===== src/rtl/seg7_scan_mux.sv =====
// seg7_scan_mux: multi-channel 7-segment display mux.
// Operates in manual-select or auto-scan mode, and can freeze the display.
// Ports:
//   Clock    - rising-edge clock.
//   Resetn   - synchronous active-low reset.
//   Din      - packed channel values.
//   Sel      - manual channel select.
//   Mode     - 0 = manual, 1 = auto-scan.
//   Hold     - freeze the scan.
//   Dwell    - dwell length in cycles, minus one.
//   seg7     - active-low segments, bit7 = DP.
//   ch_idx   - index of the channel being shown.
// Option: define SEG7_SCAN_DP_MARK_EN to light DP on channel 0 while scanning.
module seg7_scan_mux #(
  parameter int DATA_WIDTH  = 4,
  parameter int NUM_CH      = 5,
  parameter int SEL_WIDTH   = 3,
  parameter int DWELL_WIDTH = 8
) (
  input  logic                         Clock,
  input  logic                         Resetn,
  input  logic [NUM_CH*DATA_WIDTH-1:0] Din,
  input  logic [SEL_WIDTH-1:0]         Sel,
  input  logic                         Mode,
  input  logic                         Hold,
  input  logic [DWELL_WIDTH-1:0]       Dwell,
  output logic [7:0]                   seg7,
  output logic [SEL_WIDTH-1:0]         ch_idx
);

  typedef enum logic [1:0] {
    MANUAL = 2'd0,
    SCAN   = 2'd1,
    FROZEN = 2'd2
  } state_e;

  localparam logic [SEL_WIDTH-1:0] LAST =
    SEL_WIDTH'(NUM_CH - 1);

  state_e                   state_q, state_d;
  logic [SEL_WIDTH-1:0]     idx_q, idx_d;
  logic [DWELL_WIDTH-1:0]   cnt_q, cnt_d;
  logic [7:0]               seg_q, seg_d;
  logic [SEL_WIDTH-1:0]     chi_q, chi_d;

  logic                     load;
  logic [SEL_WIDTH-1:0]     show_ch;
  logic [SEL_WIDTH-1:0]     man_ch;
  logic [DATA_WIDTH-1:0]    ch_val;
  logic                     dp;

  function automatic logic [6:0] dec7(
    input logic [3:0] v
  );
    logic [6:0] s;
    s = 7'h7F;
    unique case (v)
      4'h0: s = 7'h40;
      4'h1: s = 7'h79;
      4'h2: s = 7'h24;
      4'h3: s = 7'h30;
      4'h4: s = 7'h19;
      4'h5: s = 7'h12;
      4'h6: s = 7'h02;
      4'h7: s = 7'h78;
      4'h8: s = 7'h00;
      4'h9: s = 7'h10;
      4'hA: s = 7'h08;
      4'hB: s = 7'h03;
      4'hC: s = 7'h46;
      4'hD: s = 7'h21;
      4'hE: s = 7'h06;
      4'hF: s = 7'h0E;
    endcase
    return s;
  endfunction

  // Out-of-range manual selects show the last channel.
  assign man_ch = (Sel > LAST) ? LAST : Sel;

  always_comb begin
    state_d = state_q;
    idx_d   = idx_q;
    cnt_d   = cnt_q;
    seg_d   = seg_q;
    chi_d   = chi_q;
    load    = 1'b0;
    show_ch = man_ch;
    unique case (state_q)
      MANUAL: begin
        load = 1'b1;
        if (Mode) begin
          state_d = SCAN;
          idx_d   = '0;
          cnt_d   = '0;
          show_ch = '0;
        end
      end
      SCAN, FROZEN: begin
        if (!Mode) begin
          state_d = MANUAL;
          load    = 1'b1;
        end else if (Hold) begin
          state_d = FROZEN;
        end else begin
          state_d = SCAN;
          load    = 1'b1;
          // >= so a Dwell lowered below the count advances at once.
          if (cnt_q >= Dwell) begin
            cnt_d = '0;
            idx_d = (idx_q == LAST) ? '0 : idx_q + 1'b1;
          end else begin
            cnt_d = cnt_q + 1'b1;
          end
          show_ch = idx_d;
        end
      end
      default: begin
        state_d = MANUAL;
      end
    endcase

    ch_val = Din[int'(show_ch)*DATA_WIDTH +: DATA_WIDTH];
`ifdef SEG7_SCAN_DP_MARK_EN
    dp = !((state_d != MANUAL) && (show_ch == '0));
`else
    dp = 1'b1;
`endif
    if (load) begin
      seg_d = {dp, dec7(4'(ch_val))};
      chi_d = show_ch;
    end
  end

  always_ff @(posedge Clock) begin
    if (!Resetn) begin
      state_q <= MANUAL;
      idx_q   <= '0;
      cnt_q   <= '0;
      seg_q   <= 8'hFF;
      chi_q   <= '0;
    end else begin
      state_q <= state_d;
      idx_q   <= idx_d;
      cnt_q   <= cnt_d;
      seg_q   <= seg_d;
      chi_q   <= chi_d;
    end
  end

  assign seg7   = seg_q;
  assign ch_idx = chi_q;

endmodule


===== config.mk =====
export PLATFORM = sky130hd
export DESIGN_NAME = seg7_scan_mux
export DESIGN_NICKNAME = d
export VERILOG_FILES = /design/src/rtl/seg7_scan_mux.sv
export SDC_FILE = /design/constraint.sdc
export NUM_CORES = 1
export LEC_CHECK = 0
export ABC_AREA = 1
export ABC_CLOCK_PERIOD_IN_PS = 2800
export BUFFER_PORTS_ARGS = -buffer_cell sky130_fd_sc_hd__buf_4
export CORE_ASPECT_RATIO = 2
export CORE_MARGIN = 2
export CORE_UTILIZATION = 51
export CTS_BUF_LIST = sky130_fd_sc_hd__clkbuf_4
export DETAILED_ROUTE_END_ITERATION = 10
export GPL_ROUTABILITY_DRIVEN = 0
export PLACE_DENSITY = 0.78
export SYNTH_ARGS = -nofsm -noshare
export SYNTH_HDL_FRONTEND = slang
export SYNTH_SLANG_ARGS = --single-unit
export TNS_END_PERCENT = 10

===== constraint.sdc =====
create_clock -name Clock -period 2.8 [get_ports Clock]
set_clock_uncertainty 0.05 [all_clocks]
set_input_delay 0.28 -clock Clock [delete_from_list [all_inputs] [get_ports Clock]]
set_output_delay 0.28 -clock Clock [all_outputs]
set_load 0.1 [all_outputs]

==> summary.txt, run 1 <==
CTS
  – Root Buffer: clkbuf_4
  – Largest buffer count on any clock path: 2
  – Clock latency on the worst-skew pair: 0.33 ns
  – CTS Buf Count: 3
  – Clock sinks: 23
  – CTS tree: done
  – CTS Hold Buffers Added: 0
  – Clk pin slew, worst setup/hold paths: 0.14 ns
  – H-tree depth: 1

Global routing
  – Initial antenna violation count: 0
  – Tot GR Track Use: 0.234
  – Largest net degree at the start of global routing: 15
  – Vias in the first global route: 2109
  – First-pass GRT wire length: ~8400 um
  – Total gr overflow: 0

Status
  – Status: completed

Drt
  – Routed WL: 5550 um
  – DRT iter0 DRCs: 58
  – Routed vias/inst: 5.03
  – Post-route ant nets: 0
  – Drt first pass iters: 4
  – Via count: 2217
  – Drc violations: 0
  – Average wire per standard cell: 12.6 um

Die
  – Area of the die: around 4500 um2
  – Die Width: 48.3 um
  – Chip height: 92.6 um
  – CORE AREA: 3800 um2
  – Initial core utilization: 0.526
  – I/O Pins: 46
  – Row cnt: 32

Place
  – Number of port buffers: 44
  – # placed instances: 433
  – Instance area at placement: ~2600 um2
  – Place WS: -0.132 ns
  – HPWL after detailed placement: 4080 um

Cells and area
  – Finished Cell Area: 2880 um2
  – Area Overhead vs Synth: 43.7%
  – Commonest non-fill, non-tap cell in the layout: nand2_1
  – Commonest cells after routing, fill and taps aside: nand2_1 (77), buf_4 (71), inv_1 (44), a21oi_1 (21), nand2_2 (19)
  – Fill count: 316
  – # diodes: 0
  – Layout cells sized above 1: 0.392
  – Count of nets after finishing: 445
  – Non-filler cells, final: 441

Hold path
  – Worst Hold Class: in -> reg

Power and ir drop
  – VDD IR max: 0.453 mV
  – PD cells: 486 nW/um2
  – Pleak: 1.53 nW

Run
  – Max Cap Viol: 0

Worst setup path
  – CP max FO: 6
  – Worst Setup Start Kind: flip-flop
  – CP required: 3.00 ns
  – CP endpoint kind: flip-flop
  – Worst EP arrival: 2.88 ns
  – WS Path Type: reg -> reg

Timing
  – Min cycle time layout: 2.69 ns
  – Final worst setup slack: 0.113 ns
  – Final period util: 0.959
  – FMAX: 372 MHz
  – Final setup fails: 0
  – Slew Viols, Final: 0
  – Final Hold Vio Count: 0
  – Hold_ws: 0.187 ns
  – Worst rel slew slack: 0.664
  – Worst Tran Pin Value: 0.503 ns

Synthesis
  – Synth Instances: approximately 320
  – Net Count, Synth: 369
  – Register area share after synthesis: 0.230
  – Seq cells post-synth: 23
  – Synth Area per Inst: 6.36 um2
  – Netlist cell types: 35
  – Synth warnings: 0
  – Netlist Area Pre-Place: roughly 2000 um2
## critical path, stage by stage (launching register included)
cell	delay [ns]
dfxtp_2	0.36
inv_2	0.04
ha_2	0.30
nand2_1	0.07
nor2_2	0.13
nand2_2	0.10
nand3_4	0.14
nand2_1	0.08
o21ai_2	0.07
nand2_1	0.07
nand3_1	0.11
nand2_4	0.10
inv_2	0.10
nand3_2	0.08
nand2_2	0.12
inv_1	0.09
ha_1	0.23
inv_1	0.08
nand2_1	0.06
nand3_1	0.09
nand2_1	0.05
nand2_1	0.05
nand2_1	0.04
## cell usage after synthesis, drive strengths merged
cell type | count | area (um2)
ha | 19 | 238
or2 | 3 | 21.3
a21oi | 23 | 115
nor3 | 1 | 5.00
xnor2 | 2 | 17.5
dfxtp | 23 | 460
clkbuf | 1 | 3.75
o211ai | 4 | 30.0
nand4 | 4 | 25.0
nand3b | 3 | 22.5
buf | 3 | 23.8
a21o | 1 | 7.51
nand3 | 29 | 185
a211oi | 1 | 7.51
o21ai | 13 | 65.1
xor2 | 1 | 8.76
inv | 54 | 205
o22ai | 1 | 6.26
conb | 1 | 3.75
clkinv | 2 | 7.51
o21a | 1 | 7.51
nand2 | 104 | 433
nor2 | 21 | 103
## kinds of logic after synthesis
| family | count (synthesis) | share of synthesized area |
|---|---|---|
| simple gates | 165 | 0.397 |
| flops | 23 | 0.230 |
| other cells | 1 | 0.00187 |
| xor+xnor | 3 | 0.0131 |
| compound gates | 44 | 0.119 |
| fa+ha+maj | 19 | 0.119 |
| buf+inv | 60 | 0.120 |
## state kept, by name, summed over array words and instances, names as in the netlist
name     flops
idx_q        3
state_q      2
seg7         7
cnt_q        8
ch_idx       3
## area by class of cell
| class | count | area [um2] | share of cell area |
|---|---|---|---|
| repair buffers | 75 | 587 | 0.204 |
| clock buffers | 3 | 22.5 | 0.00783 |
| well taps | 51 | 63.8 | 0.0222 |
| flip-flops and latches | 23 | 470 | 0.164 |
| clock inverters | 1 | 5.00 | 0.00174 |
| inverters | 56 | 215 | 0.0748 |
| multi-input cells | 232 | 1510 | 0.526 |
## through the flow
stage | TNS, ns | utilization | total power (W)
2_1_floorplan | 0 | - | 0.000953
3_3_place_gp | -0.194 | 0.679 | 0.00116
3_5_place_dp | -0.415 | 0.679 | 0.00117
4_1_cts | 0 | 0.688 | 0.00134
5_1_grt | -0.258 | 0.756 | 0.00147
6_report | 0 | 0.756 | 0.00140
## layer usage
metal  wire length, um  up-vias  share of wire  track usage
met1              1990     1017           0.36        0.216
met2              3320       48           0.60        0.499
met3               118        9          0.021       0.0129
met5                 0        -              0            0
met4               123        0          0.022        0.105
li1                  -     1143              -            -
## final timing paths
| path | startpoint | endpoint | slack, ns | cells after the start |
|---|---|---|---|---|
| worst max register to register | cnt_q[0]$_SDFFE_PN0P_ | seg7[0]$_SDFFE_PN1P_ | 0.11 | 22 |
| worst min register to register | seg7[4]$_SDFFE_PN1P_ | seg7[4]$_SDFFE_PN1P_ | 0.44 | 2 |
| worst max-delay path | cnt_q[0]$_SDFFE_PN0P_ | seg7[0]$_SDFFE_PN1P_ | 0.11 | 22 |
| worst min-delay path | Resetn | ch_idx[1]$_SDFFE_PN0P_ | 0.19 | 3 |
## repair_timing
item	CTS	global route
endpoints found under the setup margin	3	7
buffers inserted	0	4
resized for setup	4	58
pin swaps	1	21
## report_power, final
part | switching [W] | total [W] | internal [W]
logic | 0.000572 | 0.000841 | 0.000269
registers | 0.0000221 | 0.000389 | 0.000367
clock network | 0.000115 | 0.000169 | 0.0000538
total | 0.000710 | 0.00140 | 0.000689
No activity file was read; power rests on OpenSTA's default activity.
==> run 2, diff against run 1 <==
--- a/config.mk
+++ b/config.mk
@@ -8,13 +8,15 @@
 export ABC_AREA = 1
 export ABC_CLOCK_PERIOD_IN_PS = 2800
 export BUFFER_PORTS_ARGS = -buffer_cell sky130_fd_sc_hd__buf_4
+export CELL_PAD_IN_SITES_DETAIL_PLACEMENT = 1
+export CELL_PAD_IN_SITES_GLOBAL_PLACEMENT = 2
 export CORE_ASPECT_RATIO = 2
 export CORE_MARGIN = 2
-export CORE_UTILIZATION = 51
+export CORE_UTILIZATION = 26
 export CTS_BUF_LIST = sky130_fd_sc_hd__clkbuf_4
 export DETAILED_ROUTE_END_ITERATION = 10
 export GPL_ROUTABILITY_DRIVEN = 0
-export PLACE_DENSITY = 0.78
+export PLACE_DENSITY = 0.76
 export SYNTH_ARGS = -nofsm -noshare
 export SYNTH_HDL_FRONTEND = slang
 export SYNTH_SLANG_ARGS = --single-unit
==> run 2 against run 1 <==
Against the previous run:
- sequential power about the same
- global-route usage is 7.4 points lower
- core utilization decreased by 35 points
- combinational power increased by 6.1%
- cell area increased by 5.6%
- first-iteration DRC count shrank 28%
- clock power is essentially flat
- non-clock buffer count is 4 higher
- clock-buffer cell count is the same
- critical endpoint is now seg7[3]$_SDFFE_PN1P_
==> summary.txt, run 2 (synthesis results as in run 1) <==
CTS
  – CTS Buf Count: 3 (unchanged)
  – CTS Hold Buffers Added: 0 (unchanged)
  – Clk pin slew, worst setup/hold paths: 0.14 ns (about the same)
  – Root Buffer: clkbuf_4 (unchanged)
  – CTS tree: done (unchanged)
  – Clock sinks: 23 (unchanged)
  – Clock latency on the worst-skew pair: 0.34 ns (was 0.33 ns)
  – Largest buffer count on any clock path: 2 (unchanged)
  – H-tree depth: 1 (unchanged)

Cells and area
  – Layout cells sized above 1: 0.406 (was 0.392)
  – Flip-flop count of the largest register after layout: 8 (unchanged)
  – Area Overhead vs Synth: 51.7% (was 43.7%)
  – Largest Register: cnt_q (unchanged)
  – Finished Cell Area: 3040 um2 (was 2880 um2)
  – Count of nets after finishing: 449 (was 445)
  – Non-filler cells, final: 489 (was 441)
  – Commonest cells after routing, fill and taps aside: nand2_1 (76), buf_4 (76), inv_1 (46), a21oi_1 (20), nor2_1 (17) (was nand2_1 (77), buf_4 (71), inv_1 (44), a21oi_1 (21), nand2_2 (19))

Worst setup path
  – Critical-path cell list: ha_4, a21o_1, nor2_4, nand3_4, nand2_4, nand3_4, nand2_4, buf_12, nand3_2, nand3_2, nand2_4, a21oi_4, ha_4, nand3b_1, nand2_1, nand2_1, nand2_1, nand2_1, nand2_1 (was inv_2, ha_2, nand2_1, nor2_2, nand2_2, nand3_4, nand2_1, o21ai_2, nand2_1, nand3_1, nand2_4, inv_2, nand3_2, nand2_2, inv_1, ha_1, inv_1, nand2_1, nand3_1, nand2_1, nand2_1, nand2_1)
  – Slowest cell on the critical path: dfxtp_2 (unchanged)
  – Crit-path leading delay family: simple AND/OR/NAND/NOR gates (unchanged)
  – CP Depth: 19 (was 22)
  – CP max FO: 7 (was 6)
  – Worst EP arrival: 2.94 ns (was 2.88 ns)
  – CP endpoint kind: flip-flop (unchanged)
  – Critical path's most frequent cell: nand2_1 (unchanged)
  – WS Path Type: reg -> reg (unchanged)
  – Worst path max stage delay: 0.39 ns (was 0.36 ns)
  – Buf/Inv on CP: 1 (was 4)
  – FF-to-FF End: seg7[3]$_SDFFE_PN1P_ (was seg7[0]$_SDFFE_PN1P_)
  – Worst Setup Start Kind: flip-flop (unchanged)
  – R2R Setup Slk: 0.1 ns (was 0.11 ns)
  – Worst reg2reg path startpoint: cnt_q[7]$_SDFFE_PN0P_ (was cnt_q[0]$_SDFFE_PN0P_)
  – Reg2reg path depth: 19 (was 22)
  – Worst setup path start: cnt_q[7]$_SDFFE_PN0P_ (was cnt_q[0]$_SDFFE_PN0P_)
  – Worst setup path endpoint: seg7[3]$_SDFFE_PN1P_ (was seg7[0]$_SDFFE_PN1P_)
  – CP required: 3.04 ns (was 3.00 ns)

Timing
  – RSZ-0062 raised after global routing: true
  – Slew Viols, Final: 0 (unchanged)
  – Final setup fails: 0 (unchanged)
  – Hold_ws: 0.151 ns (was 0.187 ns)
  – FMAX: 370 MHz (was 372 MHz)
  – Post-Route Setup TNS: 0 ns (unchanged)
  – Final Hold Vio Count: 0 (unchanged)
  – Final period util: 0.965 (was 0.959)
  – Final worst setup slack: 0.0991 ns (was 0.113 ns)
  – Min cycle time layout: 2.70 ns (was 2.69 ns)

Drt
  – Routed vias/inst: 4.61 (was 5.03)
  – Via count: 2255 (was 2217)
  – Average wire per standard cell: 13.0 um (was 12.6 um)
  – DRT iter0 DRCs: 42 (was 58)
  – Drc violations: 0 (unchanged)
  – Drt first pass iters: 4 (unchanged)
  – Routed WL: 6380 um (was 5550 um)
  – Post-route ant nets: 0 (unchanged)

Global routing
  – First-pass GRT wire length: 10500 um (was 8420 um)
  – Met1 Use GR: 0.145 (was 0.216)
  – Met3 usage: 0.0105 (was 0.0129)
  – Initial antenna violation count: 1 (was 0)
  – Total gr overflow: 0 (unchanged)
  – Largest net degree at the start of global routing: 15 (unchanged)
  – Tot GR Track Use: 0.160 (was 0.234)
  – Vias in the first global route: 2382 (was 2109)
  – M2 GR Usage: 0.335 (was 0.499)
  – GR peak layer: met2 (unchanged)

Status
  – Status: completed (unchanged)

Place
  – HPWL after detailed placement: 5330 um (was 4080 um)
  – Number of port buffers: 44 (unchanged)
  – # placed instances: 482 (was 433)
  – Place WS: -0.323 ns (was -0.132 ns)
  – Instance area at placement: 2680 um2 (was 2580 um2)

Die
  – Chip height: 128 um (was 92.6 um)
  – Initial core utilization: 0.265 (was 0.526)
  – Row cnt: 45 (was 32)
  – CORE AREA: 7540 um2 (was 3800 um2)
  – I/O Pins: 46 (unchanged)
  – Die Width: 66.0 um (was 48.3 um)
  – Area of the die: 8460 um2 (was 4470 um2)

Power and ir drop
  – PD cells: 478 nW/um2 (was 486 nW/um2)
  – Pleak: 1.57 nW (was 1.53 nW)
  – VDD IR max: 0.292 mV (was 0.453 mV)

Run
  – Max Cap Viol: 0 (unchanged)

Hold path
  – Worst Hold Class: in -> reg (unchanged)
## run 2: changes by cell type in the layout (fill, tap and decap cells not counted), moves of 2 or more
cell | before | now
inv_1 | 44 | 46
nand3_1 | 18 | 16
ha_4 | 6 | 9
nand2_4 | 8 | 11
buf_4 | 71 | 76
nand2_2 | 19 | 16
ha_1 | 11 | 9
nand3_2 | 8 | 11
inv_2 | 8 | 5
## run 2: area by class of cell
type                            instances  area, um2
Inverter                               56        218
Fill cell                             996       4510
Multi-Input combinational cell        232       1590
Clock inverter                          1       5.00
Tap cell                               94        118
Timing Repair Buffer                   79        613
Sequential cell                        23        469
Antenna cell                            1       2.50
Clock buffer                            3       22.5
## run 2: metal layers
layer / vias to the layer above / wire [um]
met3: 7 / 101
li1: 1154 / -
met5: - / 0
met4: 0 / 150
met2: 28 / 3990
met1: 1066 / 2140
## run 2: worst min-delay path by stage
stage / startpoint / to / slack, ns / depth (start not counted)
after global routing: Resetn / ch_idx[0]$_SDFFE_PN0P_ / 0.15 / 3
after global placement: seg7[4]$_SDFFE_PN1P_ / seg7[4]$_SDFFE_PN1P_ / 0.41 / 2
after floorplan: Resetn / ch_idx[0]$_SDFFE_PN0P_ / 0.37 / 2
after detailed placement: seg7[4]$_SDFFE_PN1P_ / seg7[4]$_SDFFE_PN1P_ / 0.42 / 2
after CTS: Resetn / ch_idx[0]$_SDFFE_PN0P_ / 0.14 / 3
final: Resetn / ch_idx[1]$_SDFFE_PN0P_ / 0.15 / 3
## run 2: stage by stage
step,power (W),util
finish,0.00145,0.403
global route,0.00157,0.403
CTS,0.00141,0.364
floorplan,0.000953,-
global placement,0.00121,0.356
detailed placement,0.00122,0.356
## run 2: power breakdown
part	switching [W]	internal (W)
clock network	0.000115	0.0000540
registers	0.0000236	0.000367
logic	0.000597	0.000295
total	0.000736	0.000716
## run 2: timing repair
item / in CTS / in global routing
endpoints found under the setup margin: 7 / 7
buffers inserted: 0 / 2
resized for setup: 11 / 61
pin swaps: 2 / 24
## run 2: tightest hold or removal path, cell delays in order
cell and delay, ns:
buf_4 0.11, o211ai_1 0.09, inv_1 0.05
==> run 3, diff against run 2 <==
--- a/config.mk
+++ b/config.mk
@@ -17,6 +17,8 @@
 export DETAILED_ROUTE_END_ITERATION = 10
 export GPL_ROUTABILITY_DRIVEN = 0
 export PLACE_DENSITY = 0.76
+export SETUP_SLACK_MARGIN = 0.5
+export SLEW_MARGIN = 20
 export SYNTH_ARGS = -nofsm -noshare
 export SYNTH_HDL_FRONTEND = slang
 export SYNTH_SLANG_ARGS = --single-unit
==> constraint.sdc (replaced) <==
create_clock -name Clock -period 2.8 [get_ports Clock]
set_clock_uncertainty 0.05 [all_clocks]
set_input_delay 0 -clock Clock [delete_from_list [all_inputs] [get_ports Clock]]
set_output_delay 0 -clock Clock [all_outputs]
set_load 0.1 [all_outputs]
==> run 3 against run 2 <==
Against the previous run:
- setup slack better by 0.044 ns
- critical endpoint unchanged
- sequential power is essentially flat
- maximum frequency increased by 1.7%
- register-to-register slack gained 0.04 ns
- critical path depth grew 1
- via count up 1.0%
- clock power increased by 10%
- combinational power about the same
- critical path type unchanged
- first-iteration DRC count grew 9.5%
- clock-buffer cell count did not move
- hold slack worse by 0.051 ns
- flip-flop and latch count stayed put
==> summary.txt, run 3 (synthesis results as in run 1) <==
Place
  – # placed instances: 470 (was 482)
  – Number of port buffers: 44 (unchanged)
  – HPWL after detailed placement: 5540 um (was 5330 um)
  – Instance area at placement: 2660 um2 (was 2680 um2)

Worst setup path
  – CP max FO: 7 (unchanged)
  – Worst Setup Start Kind: flip-flop (unchanged)
  – WS Path Type: reg -> reg (unchanged)
  – CP Depth: 20 (was 19)
  – Slowest cell on the critical path: dfxtp_2 (unchanged)
  – Buf/Inv on CP: 1 (unchanged)
  – Crit-path leading delay family: simple AND/OR/NAND/NOR gates (unchanged)
  – Worst EP arrival: 2.88 ns (was 2.94 ns)
  – FF-to-FF End: seg7[3]$_SDFFE_PN1P_ (unchanged)
  – R2R Setup Slk: 0.14 ns (was 0.1 ns)
  – CP required: 3.02 ns (was 3.04 ns)
  – Critical path's most frequent cell: nand2_1 (unchanged)
  – Worst reg2reg path startpoint: cnt_q[7]$_SDFFE_PN0P_ (unchanged)
  – Worst path max stage delay: 0.37 ns (was 0.39 ns)
  – Critical-path cell list: ha_4, a21o_1, nor2_4, nand3_4, nand2_4, nand3_4, nand2_8, nand2_8, nand2_2, nand3_2, nand2_4, a21oi_4, buf_4, ha_1, nand2_1, nand2_1, nand2_1, nand2_1, nand2_1, nand2_1 (was ha_4, a21o_1, nor2_4, nand3_4, nand2_4, nand3_4, nand2_4, buf_12, nand3_2, nand3_2, nand2_4, a21oi_4, ha_4, nand3b_1, nand2_1, nand2_1, nand2_1, nand2_1, nand2_1)
  – Reg2reg path depth: 20 (was 19)
  – Worst setup path start: cnt_q[7]$_SDFFE_PN0P_ (unchanged)
  – CP endpoint kind: flip-flop (unchanged)

Power and ir drop
  – Switch share: 0.516 (was 0.507)
  – Pleak: 1.58 nW (was 1.57 nW)
  – Switching pwr: 0.000759 W (was 0.000736 W)
  – Clock Power Share: 0.126 (was 0.116)
  – Power consumption: 0.00147 W (was 0.00145 W)
  – PD cells: 476 nW/um2 (was 478 nW/um2)
  – Int Pwr: 0.000711 W (was 0.000716 W)
  – Power share of the combinational group: 0.609 (was 0.615)
  – Flop pwr share: 0.265 (was 0.269)
  – VDD IR max: 0.271 mV (was 0.292 mV)

Timing
  – FMAX: 376 MHz (was 370 MHz)
  – RSZ-0062 raised after global routing: true (unchanged)
  – Slew Viols, Final: 0 (unchanged)
  – Final Hold Vio Count: 0 (unchanged)
  – Worst Tran Pin Value: 0.637 ns
  – Min cycle time layout: 2.66 ns (was 2.70 ns)
  – Post-Route Setup TNS: 0 ns (unchanged)
  – Final period util: 0.949 (was 0.965)
  – Final setup fails: 0 (unchanged)
  – Worst rel slew slack: 0.572

Die
  – Initial core utilization: 0.265 (unchanged)
  – Area of the die: 8460 um2 (unchanged)
  – I/O Pins: 46 (unchanged)
  – Chip height: 128 um (unchanged)
  – CORE AREA: 7540 um2 (unchanged)
  – Row cnt: 45 (unchanged)
  – Die Width: 66.0 um (unchanged)

CTS
  – CTS Buf Count: 3 (unchanged)
  – CTS tree: done (unchanged)
  – Clock sinks: 23 (unchanged)
  – Clk pin slew, worst setup/hold paths: 0.16 ns (was 0.14 ns)
  – H-tree depth: 1 (unchanged)
  – Root Buffer: clkbuf_4 (unchanged)
  – Largest buffer count on any clock path: 2 (unchanged)
  – Clock latency on the worst-skew pair: 0.35 ns (was 0.34 ns)

Drt
  – M1 wire length: 2260 um (was 2140 um)
  – Via count: 2278 (was 2255)
  – DRT iter0 DRCs: 46 (was 42)
  – Routed WL: 6870 um (was 6380 um)
  – WL met3: 163 um (was 101 um)
  – Post-route ant nets: 0 (unchanged)
  – Drt first pass iters: 4 (unchanged)
  – Drc violations: 0 (unchanged)
  – Routed vias/inst: 4.63 (was 4.61)
  – DR WL met2: 4220 um (was 3990 um)
  – Highest metal used: met4 (unchanged)
  – Average wire per standard cell: 14.0 um (was 13.0 um)

Global routing
  – Initial antenna violation count: 1 (unchanged)
  – Tot GR Track Use: 0.176 (was 0.160)
  – Total gr overflow: 0 (unchanged)
  – Vias in the first global route: 2521 (was 2382)
  – First-pass GRT wire length: 11300 um (was 10500 um)
  – Largest net degree at the start of global routing: 15 (unchanged)

Cells and area
  – Commonest non-fill, non-tap cell in the layout: buf_4
  – Register Area: 474 um2 (was 469 um2)
  – Layout cells sized above 1: 0.428 (was 0.406)
  – Area Overhead vs Synth: 54.1% (was 51.7%)
  – Final core utilization: 0.409 (was 0.403)
  – Non-filler cells, final: 492 (was 489)
  – Commonest cells after routing, fill and taps aside: buf_4 (77), nand2_1 (71), inv_1 (45), nand2_2 (20), a21oi_1 (20) (was nand2_1 (76), buf_4 (76), inv_1 (46), a21oi_1 (20), nor2_1 (17))
  – Flip-flop count of the largest register after layout: 8 (unchanged)
  – Largest Register: cnt_q (unchanged)
  – Fill count: 981 (was 996)
  – Finished Cell Area: 3090 um2 (was 3040 um2)
  – Multi-input gate area: 1610 um2 (was 1590 um2)
  – Count of nets after finishing: 452 (was 449)

Run
  – Max Cap Viol: 0 (unchanged)

Hold path
  – Hold path start: Din[19] (was Resetn)
  – WHS Endpoint: seg7[4]$_SDFFE_PN1P_ (was ch_idx[1]$_SDFFE_PN0P_)
  – Worst Hold Class: in -> reg (unchanged)
  – Hold depth: 5 (was 3)

Status
  – Status: completed (unchanged)
run 3: cell types whose count changed in the layout (fill, tap and decap cells not counted), sizes merged:
cell | before | now
dlygate4sd3 | 0 | 3
run 3: final cells by class:
class                      count  share of cell area
tap                           94              0.0381
clock inverter                 1             0.00162
multi-input combinational    232               0.523
timing repair buffer          82               0.204
inverter                      56              0.0714
antenna                        1            0.000811
clock buffer                   3             0.00730
sequential                    23               0.154
run 3: worst max path at each step:
stage,to,slack [ns]
6_report,seg7[3]$_SDFFE_PN1P_,0.14
5_1_grt,seg7[0]$_SDFFE_PN1P_,-0.04
2_1_floorplan,seg7[3]$_SDFFE_PN1P_,0.27
3_5_place_dp,seg7[3]$_SDFFE_PN1P_,-0.02
4_1_cts,seg7[3]$_SDFFE_PN1P_,0.18
3_3_place_gp,seg7[3]$_SDFFE_PN1P_,-0.009
run 3: per-stage QoR:
stage | hold slack, ns | worst slack, ns
3_3_place_gp | 0.254 | -0.00885
2_1_floorplan | 0.0923 | 0.268
5_1_grt | 0.128 | -0.0431
3_5_place_dp | 0.259 | -0.0243
6_report | 0.100 | 0.144
4_1_cts | 0.0892 | 0.175
run 3: power by group through the flow:
stage / registers (W) / logic, W / clock network [W]
6_report: 0.000390 / 0.000895 / 0.000186
5_1_grt: 0.000395 / 0.000977 / 0.000200
4_1_cts: 0.000390 / 0.000886 / 0.000194
3_5_place_dp: 0.000398 / 0.000802 / 0
3_3_place_gp: 0.000397 / 0.000800 / 0
2_1_floorplan: 0.000633 / 0.000326 / 0
run 3: timing repair:
item / in CTS / in global routing
hold buffers: 3 / 0
gates resized for setup: 47 / 20
endpoints found under the setup margin: 7 / 8
pin swaps: 16 / 14
hold endpoints to repair: 4 / 0
buffers inserted: 14 / 0
run 3: layer usage:
layer	vias to the layer above	global-route usage
met4	0	0.0816
met1	1054	0.153
met2	47	0.370
li1	1164	-
met5	-	0
met3	13	0.0184
run 3: worst reg2reg max path, cell delays in order, from the launching register on:
cell and delay, ns:
dfxtp_2 0.37, ha_4 0.25, a21o_1 0.18, nor2_4 0.14, nand3_4 0.15, nand2_4 0.11
nand3_4 0.09, nand2_8 0.12, nand2_8 0.08, nand2_2 0.11, nand3_2 0.09, nand2_4 0.10
a21oi_4 0.07, buf_4 0.15, ha_1 0.18, nand2_1 0.09, nand2_1 0.06, nand2_1 0.06
nand2_1 0.05, nand2_1 0.05, nand2_1 0.04
